### src/rtl/memreq_q.sv
// memreq_q: in-order memory request FIFO feeding one stall-held read/write issue register.
// Optional MEMREQ_BYPASS_EN: a request accepted into an empty queue with a free slot issues directly.
module memreq_q #(
    parameter int DEPTH = 4
) (
    input  logic         clk,
    input  logic         rst,
    input  logic         req_valid,
    output logic         req_ready,
    input  logic         req_wr,
    input  logic [38:0]  req_addr,
    input  logic [39:0]  req_phy,
    input  logic [532:0] req_data,
    input  logic         stall,
    output logic [38:0]  rdaddr0,
    output logic [39:0]  rdphydata0,
    output logic         rden_in,
    output logic [38:0]  wraddr0,
    output logic [532:0] wrdata,
    output logic         wren_in,
    output logic [15:0]  stall_cnt
);
    localparam int AW = $clog2(DEPTH);

    typedef struct packed {
        logic         wr;
        logic [38:0]  addr;
        logic [39:0]  phy;
        logic [532:0] data;
    } req_t;

    req_t          mem [DEPTH];
    req_t          iss;
    req_t          in_req;
    logic          iss_v;
    logic [AW-1:0] wp;
    logic [AW-1:0] rp;
    logic [AW:0]   count;
    logic          accept;
    logic          slot_free;
    logic          pop;
    logic          push;
    logic          byp;

    assign in_req    = {req_wr, req_addr, req_phy, req_data};
    // DEPTH is a power of two, so the count MSB alone marks a full queue
    assign req_ready = !count[AW];
    assign accept    = req_valid && req_ready;
    assign slot_free = !iss_v || !stall;
    assign pop       = slot_free && (count != '0);
`ifdef MEMREQ_BYPASS_EN
    assign byp       = slot_free && (count == '0) && accept;
`else
    assign byp       = 1'b0;
`endif
    assign push      = accept && !byp;

    always_ff @(posedge clk) begin
        if (push) mem[wp] <= in_req;
    end

    always_ff @(posedge clk) begin
        if (slot_free) iss <= pop ? mem[rp] : in_req;
    end

    always_ff @(posedge clk or negedge rst) begin
        if (!rst) begin
            wp        <= '0;
            rp        <= '0;
            count     <= '0;
            iss_v     <= 1'b0;
            stall_cnt <= '0;
        end else begin
            if (push) wp <= wp + 1'b1;
            if (pop) rp <= rp + 1'b1;
            count <= count + (AW+1)'(push) - (AW+1)'(pop);
            if (slot_free) iss_v <= pop || byp;
            if (stall && iss_v && stall_cnt != 16'hFFFF) stall_cnt <= stall_cnt + 1'b1;
        end
    end

    assign rden_in    = iss_v && !iss.wr;
    assign wren_in    = iss_v && iss.wr;
    assign rdaddr0    = rden_in ? iss.addr : '0;
    assign rdphydata0 = rden_in ? iss.phy : '0;
    assign wraddr0    = wren_in ? iss.addr : '0;
    assign wrdata     = wren_in ? iss.data : '0;
endmodule

### config.mk
export PLATFORM = sky130hd
export DESIGN_NAME = memreq_q
export DESIGN_NICKNAME = d
export VERILOG_FILES = /design/src/rtl/memreq_q.sv
export SDC_FILE = /design/constraint.sdc
export NUM_CORES = 2
export LEC_CHECK = 0
export CELL_PAD_IN_SITES_DETAIL_PLACEMENT = 2
export CELL_PAD_IN_SITES_GLOBAL_PLACEMENT = 2
export CORE_MARGIN = 2
export CORE_UTILIZATION = 40
export DETAILED_ROUTE_END_ITERATION = 7
export MAX_ROUTING_LAYER = met4
export PLACE_DENSITY_LB_ADDON = 0.12
export SLEW_MARGIN = 15
export SYNTH_ARGS = -nofsm -noshare
export SYNTH_HDL_FRONTEND = slang
export SYNTH_SLANG_ARGS = --single-unit
### constraint.sdc
create_clock -name clk -period 14.7 [get_ports clk]
set_input_delay 2.94 -clock clk [delete_from_list [all_inputs] [get_ports clk]]
set_output_delay 2.94 -clock clk [all_outputs]
set_load 0.01 [all_outputs]
; After elaboration in Yosys (flattened, before gate mapping)
; Memory sizes are Yosys's and may differ from the RTL's.
; Index checks and enable logic that the tools add are counted.
[op_classes]
addsub = 5
n_mul = 0
n_div = 0
order_cmp = 0
n_eq_ne = 1
shifts = 0
muxes = 7
bitwise_logic = 0
reduce_logical = 12
[ops]
columns = op, n
row1 = $mux 613, 1
row2 = $mux 533, 1
row3 = $mux 39, 2
row4 = $mux 40, 1
row5 = $add 16x1->16 const B, 1
row6 = $ne 16x16->1 const B, 1
row7 = $logic_and 1x1->1, 6
row8 = $add 2x1->2 const B, 2
row9 = $logic_not 1->1, 4
row10 = $add 3x1->3, 1
row11 = $reduce_bool 3->1, 1
row12 = $sub 3x1->3, 1
row13 = $mux 1, 2
row14 = $logic_or 1x1->1, 1
[totals]
regBits = 637
latchBits = 0
mem_bits_rw = 2452
rom_bits = 0
input_bits = 617
output_inout_bits = 670
wordCells = 35
n_memories = 1
[mem_list]
columns = memory, words, width, read_ports, rd_clocked_by_memory_dff, wr, line
row1 = mem, 4, 613, 1, 0, 1, 32  ; req_t mem [DEPTH];

; Depth between registers and ports, before layout
[logic_depth]
word_depth = 4
ltp_mapped = 8
mapped_depth_nobuf = 7

; Least setup slack after synthesis
; OpenSTA, ideal clock, no wires.
[synth_timing]
path_type = in2reg
from = input req_valid
to = memory mem[0][0] (netlist bit) (enable)
setup_ns = 1.060
arrival_time_ns = 17.146
required_ns = 13.640
slack_ns = -3.505
path_stages = 3
path_buffers = 1
path_cell_list = nor2b_1 -> clkbuf_1 -> and2_1
[synth_via]
elab_chain_len = 3
[synth_rtl]
columns = item, line
row1 = start: declaration, 8  ; input logic req_valid,
row2 = $logic_and 1x1->1, 48  ; assign accept = req_valid && req_ready;
row3 = $mux 1, 59  ; if (push) mem[wp] <= in_req;
row4 = $mux 1 (implied by the code), 59
row5 = end: declaration, 32
; No other way between the ends.

; Worst setup path in the final report
[layout_timing]
from = register iss[612] (netlist bit)
to = output wrdata[399]
[layout_via]
elab_chain_len = 2
[layout_rtl]
columns = item, line
row1 = start: declaration, 33  ; req_t iss;
row2 = start signal: assignment, 63  ; if (slot_free) iss <= pop ? mem[rp] : in_req;
row3 = $logic_and 1x1->1, 83  ; assign wren_in = iss_v && iss.wr;
row4 = $mux 533, 87  ; assign wrdata = wren_in ? iss.data : '0;
row5 = end: declaration, 19  ; output logic [532:0] wrdata,
; No other way between the ends.

==> impl_metrics.yaml <==
setup_path:
  cpMostUsedCell: "buf_4"
  r2r-start: "rp[0]"
  crit_chain: "buf_4, buf_4, buf_4, and3_1, clkdlybuf4s50_1"
  cp.required_ps: 11760
  setup.worst_path.end_class: "output pin"
  r2r_slack_ps: 9840
  crit_type: "flop to output pin"
  path_max_fanout: 126
  r2r_end: "iss[281]"
  crit_arrival_ps: 4540
  worst_path_max_delay_cell: "buf_4"
  worst-path-buf-inv: 4
  ff2ff_path_depth: 5
  critPathMaxStageDelay_ps: 870
  critical_path.startpoint_type: "flop"
  cp_top_family: "buffers and inverters"
  crit_cells: 5
logic_synthesis:
  synthTopCellsByArea: "edfxtp_1, mux4_2, mux2_2"
  syn_area_per_cell_um2: 22.20
  yosysTopAreaCellShare_pct: 76.81
  synth_seq_cells: 3089
  syn-instance-count: 5398
  yosys.area.top_type: "edfxtp_1"
  syn-num-nets: 6022
  syn_area_mm2: 0.1198
  synth_cell_types: 37
  synth-seq-area-share_pct: 77.31
  synthArstFlopShare_pct: 0.7770
  synth_edf_count: 3065
  synth_top_flop_cell: "edfxtp_1"
  yosys_warnings: 0
hold_path:
  min_path_cells: 1
  hp-start: "stall_cnt[6]"
  min_path_type: "flop to flop"
  holdPathEnd: "stall_cnt[6]"
die:
  start_util_pct: 40.27
  die_h_um: 551.3
  num_rows: 200
  die_area_mm2: 0.3040
  die_x_um: 551.3
  core-area_mm2: 0.2975
  top_level_ports: 1287
placement:
  placed_cell_area_mm2: 0.1368
  place.port_buffers: 1286
  hpwl_um: 229000
  gp_congestion: 0.7926
routing:
  routed_wl_um: 367600
  drc_errors: 0
  drt_pre_antenna_iters: 5
  via_count: 60770
  drtAntennaViolNets: 0
  post_drt_wl_per_cell_um: 33.02
  first_iter_violations: 5141
  routed_via_density: 5.459
sta:
  tightest_slew_ps: 1258
  max_freq_ghz: 0.1337
  finalCritPeriodShare_pct: 50.87
  relSlewSlack_pct: 16.15
  report.final.setup_viol: 0
  fin_skew_ps: 43.04
  finalHoldViolCount: 0
  maxSlewViolCount: 0
  rsz0062_at_grt: "false"
  min_period_ps: 7478
  holdWs_ps: 510.0
global_routing:
  grt_max_degree: 245
  grt_pass1_wl_um: 511600
  antenna_found_initial: 222
  grtUsageTotal_pct: 24.30
  grt-ovfl-total: 0
  grt_pass1_vias: 65920
clocking:
  clockRootBuffer: "clkbuf_16"
  postCtsSetupBuffers: 0
  clock-sinks: 3089
  cts_inserted_buffers: 335
  htreeDepth: 5
  ctsLongestPathBuffers: 4
  cts_tree: "yes"
  clk_pin_slew_ps: 60
  clock_latency_ps: 930
  cts_resized: 0
  hold_buffers: 0
power:
  ir_worst_vdd_mv: 0.1904
  pwr_density_cell_mw_per_mm2: 196.6
  power.total_mw: 29.03
  p_leak_nw: 48.83
finish:
  drive_gt1_share_pct: 25.23
  finalNetCount: 7391
  syn2layout_area_growth_pct: 23.21
  fillers: 26080
  most-common-layout-cells: "edfxtp_1, clkdlybuf4s50_1, mux2_2"
  layout_commonest_cell: "edfxtp_1"
  design_area_mm2: 0.1476
flow_run:
  max_cap_violations: 0
status:
  status: "finished clean"
metrics by stage:
stage,util (%),setup slack [ps],std cells,TNS [ps]
2_1_floorplan,-,-3505,5398,-4297300
3_3_place_gp,45.97,7130,10370,0
3_5_place_dp,45.97,7072,10370,0
4_1_cts,49.48,7147,10980,0
5_1_grt,49.60,6940,11110,0
6_report,49.62,7222,11130,0
cell type report:
cell class	instances	area, um2	area share, %
antenna	154	385.4	0.2610
multi-input combinational	1960	25410	17.21
clock inverter	179	1588	1.075
clock buffer	431	8860	6.001
sequential	3089	92650	62.76
timing repair buffer	1375	13790	9.338
tap	3939	4928	3.338
inverter	6	30.03	0.02034
power breakdown:
group	internal (mW)	switching, mW	total [mW]
combinational	4.17	4.19	8.36
sequential	11.7	0.775	12.5
clock	4.63	3.57	8.20
metal layers:
metal	share of wire (%)	vias to the layer above	global-route usage (%)
met5	0	-	-
met4	4.0	0	8.605
met3	7.7	597	6.563
met2	50	2071	39.60
met1	39	32670	29.16
li1	-	25430	-
logic make-up after synthesis:
logic type / after synthesis / synth area share, %
flip-flops: 3089 / 77.31
XOR/XNOR: 13 / 0.09502
multiplexers: 1232 / 17.34
AO/OA/AOI/OAI: 8 / 0.03759
AND/OR/NAND/NOR: 700 / 3.634
adder cells (fa/ha/maj): 7 / 0.07936
buffers and inverters: 349 / 1.504
how the worst max path moves through the flow:
| stage | startpoint | to |
|---|---|---|
| after global placement | req_valid | mem[3][496] |
| after detailed placement | req_valid | mem[3][496] |
| after global routing | iss[612] | wrdata[412] |
| after floorplan | req_valid | mem[0][0] |
| after CTS | iss[612] | wrdata[411] |
| final | iss[612] | wrdata[399] |
sequential cells by signal, summed over array words and instances, names as in the netlist:
name       cells
mem         2452
count          3
iss_v          1
wp             2
rp             2
iss          613
stall_cnt     16
cell usage after synthesis (2+ instances only):
master       n
buf_6       39
xor2_1       9
nor2b_1      2
o211ai_1     2
dfrtp_1     24
and2_1      84
a21oi_1      2
nor2_1       8
mux2_2     618
clkbuf_1   199
mux4_2     613
buf_1        8
nand2_1     11
ha_1         6
buf_4       31
buf_2       66
edfxtp_1  3065
xnor2_1      4
inv_1        5
nand4_1      5
nor3_1       4
or3_1        3
and3_1     572
nand3_1      2
o21ai_0      4
worst register-to-register path, stage by stage (launching register included):
cell and delay, ps:
dfrtp_4 1000, buf_4 850, buf_4 890, buf_4 930, mux4_2 650, mux2_2 300
(Power assumes the default switching activity.)
